===== src/rtl/diff_comm_pkg.sv =====
// Shared definitions for the differential line coding blocks: framer state
// encoding, default sync/word geometry and a counter-width helper.
package diff_comm_pkg;

  localparam int unsigned SYNC_W_DEF      = 8;
  localparam logic [7:0]  SYNC_WORD_DEF   = 8'h47;
  localparam int unsigned WORD_W_DEF      = 8;
  localparam int unsigned FRAME_WORDS_DEF = 4;
  localparam int unsigned MAX_MISS_DEF    = 2;

  typedef enum logic [1:0] {
    HUNT       = 2'd0,
    LOCKED     = 2'd1,
    SYNC_CHECK = 2'd2
  } frm_state_e;

  // Bits needed to count 0..n-1, never less than one.
  function automatic int unsigned cnt_w(input int unsigned n);
    return (n <= 1) ? 1 : $clog2(n);
  endfunction

endpackage


===== src/rtl/diff_dec_bit.sv =====
// Differential bit decoder: decoded bit = current input XOR previous accepted
// input, with a registered copy and one-cycle valid pulse.
module diff_dec_bit (
  input  logic clock,
  input  logic reset,
  input  logic enable_i,
  input  logic in_valid_i,
  input  logic in_i,
  output logic accept_c_o,
  output logic dec_c_o,
  output logic bit_out_o,
  output logic bit_valid_o
);

  logic prev_q;

  assign accept_c_o = enable_i & in_valid_i;
  assign dec_c_o    = in_i ^ prev_q;

  always_ff @(posedge clock or posedge reset) begin
    if (reset) begin
      prev_q      <= 1'b0;
      bit_out_o   <= 1'b0;
      bit_valid_o <= 1'b0;
    end else begin
      bit_valid_o <= accept_c_o;
      if (accept_c_o) begin
        prev_q    <= in_i;
        bit_out_o <= dec_c_o;
      end
    end
  end

endmodule


===== src/rtl/diff_dec_framer.sv =====
// Differential decoder plus sync-word framer: hunts for the sync word,
// deserialises fixed-length frames and flywheels over isolated sync misses.
module diff_dec_framer
  import diff_comm_pkg::*;
#(
  parameter int unsigned       SYNC_W      = SYNC_W_DEF,
  parameter logic [SYNC_W-1:0] SYNC_WORD   = SYNC_W'(SYNC_WORD_DEF),
  parameter int unsigned       WORD_W      = WORD_W_DEF,
  parameter int unsigned       FRAME_WORDS = FRAME_WORDS_DEF,
  parameter int unsigned       MAX_MISS    = MAX_MISS_DEF
) (
  input  logic              clock,
  input  logic              reset,
  input  logic              enable,
  input  logic              in_valid,
  input  logic              in,
  output logic              bit_out,
  output logic              bit_valid,
  output logic [WORD_W-1:0] word_out,
  output logic              word_valid,
  output logic              locked,
  output logic              sync_err
);

  localparam int unsigned BIT_CW  = cnt_w(WORD_W);
  localparam int unsigned WORD_CW = cnt_w(FRAME_WORDS + 1);
  localparam int unsigned MISS_CW = cnt_w(MAX_MISS + 1);
  localparam int unsigned SYNC_CW = cnt_w(SYNC_W);

  localparam logic [BIT_CW-1:0]  BIT_LAST   = BIT_CW'(WORD_W - 1);
  localparam logic [WORD_CW-1:0] FRAME_CNT  = WORD_CW'(FRAME_WORDS);
  localparam logic [MISS_CW-1:0] MISS_LIMIT = MISS_CW'(MAX_MISS);
  localparam logic [SYNC_CW-1:0] SYNC_LAST  = SYNC_CW'(SYNC_W - 1);

  logic accept_c;
  logic dec_c;

  diff_dec_bit u_bit (
    .clock       (clock),
    .reset       (reset),
    .enable_i    (enable),
    .in_valid_i  (in_valid),
    .in_i        (in),
    .accept_c_o  (accept_c),
    .dec_c_o     (dec_c),
    .bit_out_o   (bit_out),
    .bit_valid_o (bit_valid)
  );

  frm_state_e          state_q;
  logic [SYNC_W-2:0]   sync_sr_q;
  logic [WORD_W-2:0]   word_sr_q;
  logic [BIT_CW-1:0]   bit_cnt_q;
  logic [WORD_CW-1:0]  word_cnt_q;
  logic [MISS_CW-1:0]  miss_cnt_q;
  logic [SYNC_CW-1:0]  sync_cnt_q;
  logic [WORD_W-1:0]   word_out_q;
  logic                word_valid_q;
  logic                locked_q;
  logic                sync_err_q;

  // Shift registers keep only the older bits; the newest bit is the live decode.
  logic [SYNC_W-1:0]  sync_shift_c;
  logic [WORD_W-1:0]  word_shift_c;
  logic [WORD_CW-1:0] word_cnt_inc_c;
  logic [MISS_CW-1:0] miss_inc_c;

  assign sync_shift_c   = {sync_sr_q, dec_c};
  assign word_shift_c   = {word_sr_q, dec_c};
  assign word_cnt_inc_c = word_cnt_q + WORD_CW'(1);
  assign miss_inc_c     = miss_cnt_q + MISS_CW'(1);

  always_ff @(posedge clock or posedge reset) begin
    if (reset) begin
      state_q      <= HUNT;
      sync_sr_q    <= '0;
      word_sr_q    <= '0;
      bit_cnt_q    <= '0;
      word_cnt_q   <= '0;
      miss_cnt_q   <= '0;
      sync_cnt_q   <= '0;
      word_out_q   <= '0;
      word_valid_q <= 1'b0;
      locked_q     <= 1'b0;
      sync_err_q   <= 1'b0;
    end else begin
      word_valid_q <= 1'b0;
      sync_err_q   <= 1'b0;
      if (accept_c) begin
        unique case (state_q)
          HUNT: begin
            sync_sr_q <= sync_shift_c[SYNC_W-2:0];
            if (sync_shift_c == SYNC_WORD) begin
              state_q    <= LOCKED;
              locked_q   <= 1'b1;
              bit_cnt_q  <= '0;
              word_cnt_q <= '0;
              miss_cnt_q <= '0;
            end
          end
          LOCKED: begin
            word_sr_q <= word_shift_c[WORD_W-2:0];
            if (bit_cnt_q == BIT_LAST) begin
              word_out_q   <= word_shift_c;
              word_valid_q <= 1'b1;
              bit_cnt_q    <= '0;
              word_cnt_q   <= word_cnt_inc_c;
              if (word_cnt_inc_c == FRAME_CNT) begin
                state_q    <= SYNC_CHECK;
                sync_cnt_q <= '0;
              end
            end else begin
              bit_cnt_q <= bit_cnt_q + BIT_CW'(1);
            end
          end
          SYNC_CHECK: begin
            sync_sr_q <= sync_shift_c[SYNC_W-2:0];
            if (sync_cnt_q == SYNC_LAST) begin
              sync_cnt_q <= '0;
              word_cnt_q <= '0;
              bit_cnt_q  <= '0;
              if (sync_shift_c == SYNC_WORD) begin
                miss_cnt_q <= '0;
                state_q    <= LOCKED;
              end else begin
                sync_err_q <= 1'b1;
                miss_cnt_q <= miss_inc_c;
                if (miss_inc_c == MISS_LIMIT) begin
                  // Lock lost: restart the sliding search from an empty window.
                  state_q   <= HUNT;
                  locked_q  <= 1'b0;
                  sync_sr_q <= '0;
                end else begin
                  state_q <= LOCKED;
                end
              end
            end else begin
              sync_cnt_q <= sync_cnt_q + SYNC_CW'(1);
            end
          end
          default: state_q <= HUNT;
        endcase
      end
    end
  end

  assign word_out   = word_out_q;
  assign word_valid = word_valid_q;
  assign locked     = locked_q;
  assign sync_err   = sync_err_q;

endmodule

===== config.mk =====
export PLATFORM = sky130hd
export DESIGN_NAME = diff_dec_framer
export DESIGN_NICKNAME = d
export VERILOG_FILES = /design/src/rtl/diff_comm_pkg.sv /design/src/rtl/diff_dec_bit.sv /design/src/rtl/diff_dec_framer.sv
export SDC_FILE = /design/constraint.sdc
export NUM_CORES = 1
export LEC_CHECK = 0
export CORE_ASPECT_RATIO = 0.9
export CORE_MARGIN = 8
export CORE_UTILIZATION = 45
export DETAILED_ROUTE_END_ITERATION = 6
export MAX_ROUTING_LAYER = met4
export PLACE_DENSITY = 0.69
export SETUP_SLACK_MARGIN = 0.02
export SYNTH_ARGS = -nofsm -noshare
export SYNTH_HDL_FRONTEND = slang
export SYNTH_SLANG_ARGS = --single-unit

===== constraint.sdc =====
create_clock -name clock -period 2.89 [get_ports clock]
set_input_delay 0.4335 -clock clock [delete_from_list [all_inputs] [get_ports clock]]
set_output_delay 0.4335 -clock clock [all_outputs]
set_load 0.005 [all_outputs]

# ---- Word-level counts from Yosys, hierarchy flattened
# Index checks and enable logic that the tools add are counted.
dict set report classes {
  add_sub_neg 4
  n_eq_ne 13
  muxes 37
  bitwise_logic 2
  n_reduce_logical 13
}
# operator n
set ops {}
lappend ops {{two-way mux 3 bit} 7}
lappend ops {{two-way mux 7 bit} 3}
lappend ops {{case mux 3 bit (3 select lines)} 2}
lappend ops {{two-way mux 2 bit} 7}
lappend ops {{case mux 7 bit (2 select lines)} 1}
lappend ops {{two-way mux 1 bit} 13}
lappend ops {{!= test 2 bit (second input constant)} 6}
lappend ops {{AND reduction 4 bit} 3}
lappend ops {{AND reduction 5 bit} 2}
lappend ops {{adder 3 x 1 -> 3 bit (second input constant)} 3}
lappend ops {{equality test 3 bit (second input constant)} 3}
lappend ops {{equality test 8 x 7 -> 1 bit (second input constant)} 1}
lappend ops {{case mux 2 bit (3 select lines)} 1}
lappend ops {{case mux 3 bit (2 select lines)} 1}
lappend ops {{AND reduction 6 bit} 1}
lappend ops {{equality test 2 bit (second input constant)} 2}
lappend ops {{case mux 2 bit (2 select lines)} 1}
lappend ops {{AND reduction 2 bit} 2}
lappend ops {{nonzero test 2 bit} 2}
lappend ops {{AND reduction 3 bit} 1}
lappend ops {{nonzero test 3 bit} 1}
lappend ops {{adder 2 x 1 -> 2 bit (second input constant)} 1}
lappend ops {{equality test 2 x 1 -> 1 bit (second input constant)} 1}
lappend ops {{logical NOT 2 bit} 1}
lappend ops {{3 further kinds} 3}
dict set report totals {
  regBits 41
  input_bits 5
  elab_cells 83
}

# ---- Depth between registers and ports, before layout
# Gate-level depths: netlist of the first run.
dict set report depth {
  depth_word 6
  depth_mapped 7
  depth_no_buf 6
}

# ---- Cells and area by module
# Synthesis of the first run repeated with hierarchy kept, for this count alone.
dict set report hier_totals {
  cells_unflattened 183
  hier_area_um2 2049.5
}
# module n_inst cells_per_inst area_each_um2 seq_area_each_um2
set by_module_without_submodules {}
lappend by_module_without_submodules {diff_dec_framer 1 175 1923.1 950.9}
lappend by_module_without_submodules {diff_dec_bit 1 8 126.4 75.1}

# ---- Least setup slack after synthesis of the first run
# No wires, ideal clock.
dict set report synth_path {
  path_kind {reg-to-reg}
  startpoint {register bit_cnt_q[0]}
  endpoint {register word_out_q[1] (netlist: word_out[1])}
  setup_ns 0.125
  arrival_ns 1.484
  required_ns 2.765
  slack_ns 1.281
  stages_incl_launch_ff 7
  n_path_buf 1
  synth_period_minus_slack_ns 1.609
  cell_sequence {dfrtp_1 > ha_1 > ha_1 > nand2b_1 > nor2_2 > buf_4 > mux2_2}
}
dict set report synth_via {
  elab_chain_len 2
}
# element line
set synth_lines {}
lappend synth_lines {{start: declaration} diff_dec_framer.sv:53} ;# logic [BIT_CW-1:0] bit_cnt_q;
lappend synth_lines {{start signal: assignment} diff_dec_framer.sv:113} ;# bit_cnt_q <= bit_cnt_q + BIT_CW'(1);
lappend synth_lines {{equality test 3 bit} diff_dec_framer.sv:103} ;# if (bit_cnt_q == BIT_LAST) begin
lappend synth_lines {{AND reduction 3 bit (no source line)} -}
lappend synth_lines {{end signal: assignment} diff_dec_framer.sv:104} ;# word_out_q <= word_shift_c;
lappend synth_lines {{end: declaration} diff_dec_framer.sv:57} ;# logic [WORD_W-1:0] word_out_q;
# Every way passes these cells.
# A chain may end at the register's enable or synchronous reset.

# ---- Worst setup path after layout of the first run
dict set report layout_path {
  startpoint {register state_q[0]}
  endpoint {register sync_cnt_q[0]}
}
dict set report layout_via {
  elab_chain_len 3
  elab_cells_between_ends 7
}
# element line
set layout_lines {}
lappend layout_lines {{start: declaration} diff_dec_framer.sv:50} ;# frm_state_e state_q;
lappend layout_lines {{start signal: assignment} diff_dec_framer.sv:75} ;# state_q <= HUNT;
lappend layout_lines {{start signal: assignment} diff_dec_framer.sv:94} ;# state_q <= LOCKED;
lappend layout_lines {{start signal: assignment} diff_dec_framer.sv:109} ;# state_q <= SYNC_CHECK;
lappend layout_lines {{equality test 2 x 1 -> 1 bit / equality test 2 bit (equally long branches)} diff_dec_framer.sv:90} ;# unique case (state_q)
lappend layout_lines {{!= test 2 bit (no source line) / nonzero test 2 bit (equally long branches)} -}
lappend layout_lines {{AND reduction 4 bit (no source line)} -}
lappend layout_lines {{end signal: assignment} diff_dec_framer.sv:138} ;# sync_cnt_q <= sync_cnt_q + SYNC_CW'(1);
lappend layout_lines {{end: declaration} diff_dec_framer.sv:56} ;# logic [SYNC_CW-1:0] sync_cnt_q;
# Parallel ways exist; a longest one is shown, timed or not.

==> flow_summary.toml, run 1 <==
[outcome]
status = "completed"

[grt]
antenna_found_initial = 0
grt_max_degree = 42
grt_pass1_vias = 1346
grt_usage = 0.1245
grt_overflow = 0
grt_pass1_wl_mm = 6.382

[timing]
fin_skew_ns = 0.006254
timing.final.crit_share = 0.7097
rsz0062_at_grt = "false"
slew_viol_final = 0
hold_viol = 0
finalSetupViolCount = 0
max_slew_margin = 0.5939
period_minus_slack_ns = 2.051
finalSetupTns_ns = 0
worstMarginPinSlew_ns = 0.6091
fmax_mhz = 487.5

[layout]
fill_cells = 358
finalNetCount = 197
syn2layout_area_growth_pct = 14.72
finish.utilization = 0.5362
antennaDiodeCount = 0
drive_gt1_frac = 0.1720

[place]
place_hpwl_mm = 2.554
portBuffers = 17
gp_congestion = 0.8048

[synthesis]
synthesis.area_um2 = 1904
synth_top_area_share = 0.5388
synthesis.nets = 179
synth.most_common_cell = "dfrtp_1"
synthTopCellsByArea = "dfrtp_1 54%, mux2_2 7.7%, ha_1 4.6%"
synth_flop_cell = "dfrtp_1"
netlist.top_cell.by_area = "dfrtp_1"
synthArstFlopShare = 1.000
synthCells = 167
seq_area_frac_synth = 0.5388
avgSynthCellArea_um2 = 11.40
ys_warn_count = 0
synth_edf_count = 0
synth.distinct_cells = 41
synthTopCellsByCount = "41 x dfrtp_1, 21 x nand2_1, 13 x mux2_2"
synth-seq-cells = 41

[floorplan]
ioPinCount = 18
initial_core_util = 0.4674
die_y_um = 77.72
core_area_um2 = 4074
fp-row-count = 22
die_w_um = 84.57
die-area_um2 = 6572

[route]
drtIter0Drc = 80
wl_per_cell_um = 15.67
wl_mm = 3.666
dr_total_vias = 1314
postRouteAntennaNets = 0
first_pass_iters = 4
viasPerCell = 5.615
drc = 0

[clocking]
htreeDepth = 2
cts_buffers = 5
insertion_delay_ns = 0.29
cts-root-buf = "clkbuf_8"
ctsHoldBuffers = 0
cts_tree = "built"
clk_pin_slew_worst_paths_ns = 0.08
cts_setup_buffers = 0
cts_buffer_depth = 2
cts_resized = 0
cts_sinks = 41

[flow_run]
cap_violations = 0

[power]
switching_share = 0.2601
total_switching_power_uw = 294.5
p_int_uw = 837.6
powerDensity_nw_per_um2 = 518.2
p_comb_frac = 0.099
p_clk_frac = 0.320
p_leak_uw = 0.001014
vdd_ir_drop_max_v = 0.0003484
pwr-share-seq = 0.581

[critical_path]
cp.required_ns = 3.08
cp-end-kind = "flip-flop"
cp_max_fo = 16
critPathLaunchType = "flip-flop"
arrival_ns = 2.24
path_class = "reg -> reg"

[worst_hold_path]
min-delay-path-class = "reg -> reg"
==> worst max-delay path, stage by stage (launching register included) <==
cell and delay, ns:
dfrtp_1 0.69, nand3_1 0.19, nor2_2 0.54, a31oi_1 0.25, a22o_1 0.27
==> worst paths after layout <==
kind / start / end / slack (ns) / cells after the start
max: state_q[0] / sync_cnt_q[0] / 0.84 / 4
max reg2reg: state_q[0] / sync_cnt_q[0] / 0.84 / 4
min reg2reg: word_sr_q[6] / word_out[7] / 0.51 / 1
min in group asynchronous: reset / word_sr_q[2] / 0.57 / 3
max in group asynchronous: reset / bit_cnt_q[1] / 1.96 / 3
min: word_sr_q[6] / word_out[7] / 0.51 / 1
==> per-layer routing <==
metal | global-route usage | part of all wire | vias up
met2 | 0.1840 | 0.46 | 19
met5 | - | 0 | -
met3 | 0.05158 | 0.041 | 4
li1 | - | - | 637
met4 | 0.03197 | 0.0079 | 0
met1 | 0.1536 | 0.49 | 654
==> power by group through the flow <==
stage	Clock, uW	Sequential, uW	Combinational, uW
final	362	657	112
after global routing	406	664	131
after global placement	0	663	109
after CTS	374	657	115
after detailed placement	0	669	115
after floorplan	0	653	86.6
==> registers in the layout, summed over array words and instances, names as in the netlist <==
| name | cells |
|---|---|
| sync_cnt_q | 3 |
| bit_cnt_q | 3 |
| word_out | 8 |
| sync_err | 1 |
| word_sr_q | 7 |
| miss_cnt_q | 2 |
| word_cnt_q | 3 |
| u_bit.bit_out_o | 1 |
| locked | 1 |
| sync_sr_q | 7 |
| u_bit.prev_q | 1 |
| state_q | 2 |
| u_bit.bit_valid_o | 1 |
| word_valid | 1 |
==> stage by stage <==
stage / setup slack [ns] / cells / instance area [um2] / hold slack, ns / total power, uW
floorplan: 1.281 / 167 / 1904 / 0.4621 / 739.8
global placement: 0.7158 / 226 / 2098 / 0.4708 / 771.8
detailed placement: 0.6416 / 226 / 2098 / 0.4962 / 783.7
CTS: 0.8185 / 234 / 2185 / 0.5160 / 1146
global route: 0.6049 / 234 / 2185 / 0.5228 / 1202
finish: 0.8389 / 234 / 2185 / 0.5144 / 1132
==> layout by cell type (no fill, tap or decap), drive strengths merged, types with 2 or more instances in the layout <==
cell type,count
clkinv,3
ha,7
nand4,2
a22o,8
mux2,13
nand3,3
a31oi,6
clkbuf,5
inv,9
o31ai,4
o21ai,9
o22ai,2
and3b,2
nand2,21
clkdlybuf4s50,17
nand2b,2
nor2,9
a221o,2
dfrtp,41
a21oi,5
==> cells by family after synthesis <==
| family | count (synthesis) | share of synthesized area |
|---|---|---|
| buf+inv | 17 | 0.04270 |
| flops | 41 | 0.5388 |
| simple gates | 46 | 0.1242 |
| compound gates | 41 | 0.1583 |
| fa+ha+maj | 7 | 0.04599 |
| xor+xnor | 2 | 0.01314 |
| mux | 13 | 0.07687 |
==> layout make-up <==
type                            instances  area (um2)  area share
Timing Repair Buffer                   18       177.7     0.08133
Multi-Input combinational cell        109       797.0      0.3648
Tap cell                               48       60.06     0.02749
Clock buffer                            5       68.82     0.03150
Inverter                               10       37.54     0.01718
Clock inverter                          3       17.52    0.008018
Sequential cell                        41        1026      0.4696
Power figures use the tool's default switching activity.
==> inputs of run 2 (changes only) <==
Settings changed: PLACE_DENSITY 0.69 to 0.72.
Clock period 2.89 ns to 1.7 ns, I/O delays scaled along.
==> run 2 against run 1 <==
Compared with the run above:
- via count up 5.3%
- power is 90% higher
- count of clock-buffer cells in the layout is 1 higher
- register-to-register slack got worse by 0.72 ns
- clock skew is essentially flat
- worst hold slack got worse by 0.12 ns
- clock power grew 120%
- critical path type unchanged
- setup slack lost 0.72 ns
- non-clock buffer count up 16
- die area unchanged
- maximum frequency grew 30%
==> flow_summary.toml, run 2 (same netlist as run 1, synthesis figures left out) <==
[outcome]
status = "completed"

[timing]
whs_ns = 0.3920
rsz0062_at_grt = "false"
fmax_mhz = 633.7
hold_viol = 0
worstMarginPinSlew_ns = 0.4985
max_slew_margin = 0.6677
slew_viol_final = 0
period_minus_slack_ns = 1.578
timing.final.crit_share = 0.9282
fin_skew_ns = 0.005840
finalSetupViolCount = 0
finalSetupTns_ns = 0

[critical_path]
cp-end-kind = "flip-flop"
arrival_ns = 1.75
cp_max_fo = 7
cp.required_ns = 1.87
critPathLaunchType = "flip-flop"
path_class = "reg -> reg"
rrSetupSlack_ns = 0.12

[route]
drc = 0
wl_met3_um = 156
drtIter0Drc = 58
wl_met2_mm = 1.856
wl_per_cell_um = 15.03
viasPerCell = 5.532
postRouteAntennaNets = 0
wl_mm = 3.758
routed.top_layer = "met4"
first_pass_iters = 4
drt-met1-wl_mm = 1.724
dr_total_vias = 1383

[layout]
mostFrequentLayoutCell = "dfrtp_1"
fill_cells = 357
final-instance-count-excl-fill = 250
multi_input_area_um2 = 828.3
seq_area_um2 = 1026
design_area_um2 = 2377
finalNetCount = 213
syn2layout_area_growth_pct = 24.84
layout_common_cells = "41 x dfrtp_1, 21 x nand2_1, 17 x clkdlybuf4s50_1"
largest_reg_flops = 8
drive_gt1_frac = 0.2574
antennaDiodeCount = 0

[grt]
antenna_found_initial = 0
grt_pass1_vias = 1448
grt_overflow = 0
grt_max_degree = 42
grt_usage = 0.1285
grt_pass1_wl_mm = 6.624

[power]
vdd_ir_drop_max_v = 0.0005910
powerDensity_nw_per_um2 = 902.7
p_leak_uw = 0.001107
power_uw = 2146

[clocking]
cts_buffer_depth = 2
cts_buffers = 5
htreeDepth = 2
cts_tree = "built"
cts-root-buf = "clkbuf_8"
insertion_delay_ns = 0.29
ctsHoldBuffers = 0
clk_pin_slew_worst_paths_ns = 0.08
cts_sinks = 41

[floorplan]
die_w_um = 84.57
die_y_um = 77.72
core_area_um2 = 4074
ioPinCount = 18
initial_core_util = 0.4674
die-area_um2 = 6572
fp-row-count = 22

[place]
gp_congestion = 0.8224
place_hpwl_mm = 2.791
portBuffers = 17
dp.cells = 242
dpl-instance-area_um2 = 2218

[worst_hold_path]
min-delay-path-class = "in -> async"

[flow_run]
cap_violations = 0
==> run 2: cell count changes in the layout (fill, tap and decap cells not counted), sizes merged <==
cell and delta:
bufinv +1, clkbuf +1, buf +16, clkinv -2
==> run 2: what timing repair did <==
| action | in CTS | in global routing |
|---|---|---|
| pin swaps | 1 | 0 |
| endpoints found under the setup margin | 11 | 7 |
| setup buffers | 0 | 0 |
| gates resized for setup | 5 | 3 |
==> run 2: through the flow <==
stage | setup WS (ns) | util
after floorplan | 0.09109 | -
after global placement | -0.09814 | 0.5445
after detailed placement | -0.1320 | 0.5445
after CTS | 0.03228 | 0.5795
after global routing | 0.04863 | 0.5835
final | 0.1220 | 0.5835
==> run 2: cell type report <==
| type | count | share of cell area |
|---|---|---|
| sequential | 41 | 0.4316 |
| tap | 48 | 0.02526 |
| clock buffer | 6 | 0.03474 |
| inverter | 10 | 0.01579 |
| timing repair buffer | 34 | 0.1284 |
| clock inverter | 2 | 0.01579 |
| multi-input combinational | 109 | 0.3484 |
==> run 2: critical path, stage by stage, from the launching register on <==
cell	delay, ns
dfrtp_1	0.38
ha_1	0.20
ha_4	0.18
nand2b_4	0.08
nor2_4	0.15
buf_6	0.15
mux2_2	0.33
==> run 2: path summary, 6_finish.rpt <==
kind                                   start                 to  cells after the start
worst max-delay path            bit_cnt_q[1]        word_out[2]                      6
worst min-delay path                   reset  u_bit.bit_valid_o                      3
worst max register to register  bit_cnt_q[1]        word_out[2]                      6
worst min register to register  word_sr_q[6]       word_sr_q[6]                      1
max in group asynchronous              reset       bit_cnt_q[2]                      3
min in group clock              word_sr_q[6]       word_sr_q[6]                      1
==> run 2: per-layer routing <==
metal | track usage | vias to the layer above
met5 | - | -
met4 | 0.03908 | 0
met3 | 0.04421 | 2
met2 | 0.2115 | 33
met1 | 0.1444 | 676
li1 | - | 672
==> run 2: power by group <==
| part | switching (uW) | internal (uW) | leakage, uW |
|---|---|---|---|
| Clock | 328 | 477 | 0.0000574 |
| Combinational | 117 | 121 | 0.000500 |
| Sequential | 55.3 | 1050 | 0.000550 |
| Total | 501 | 1650 | 0.00111 |
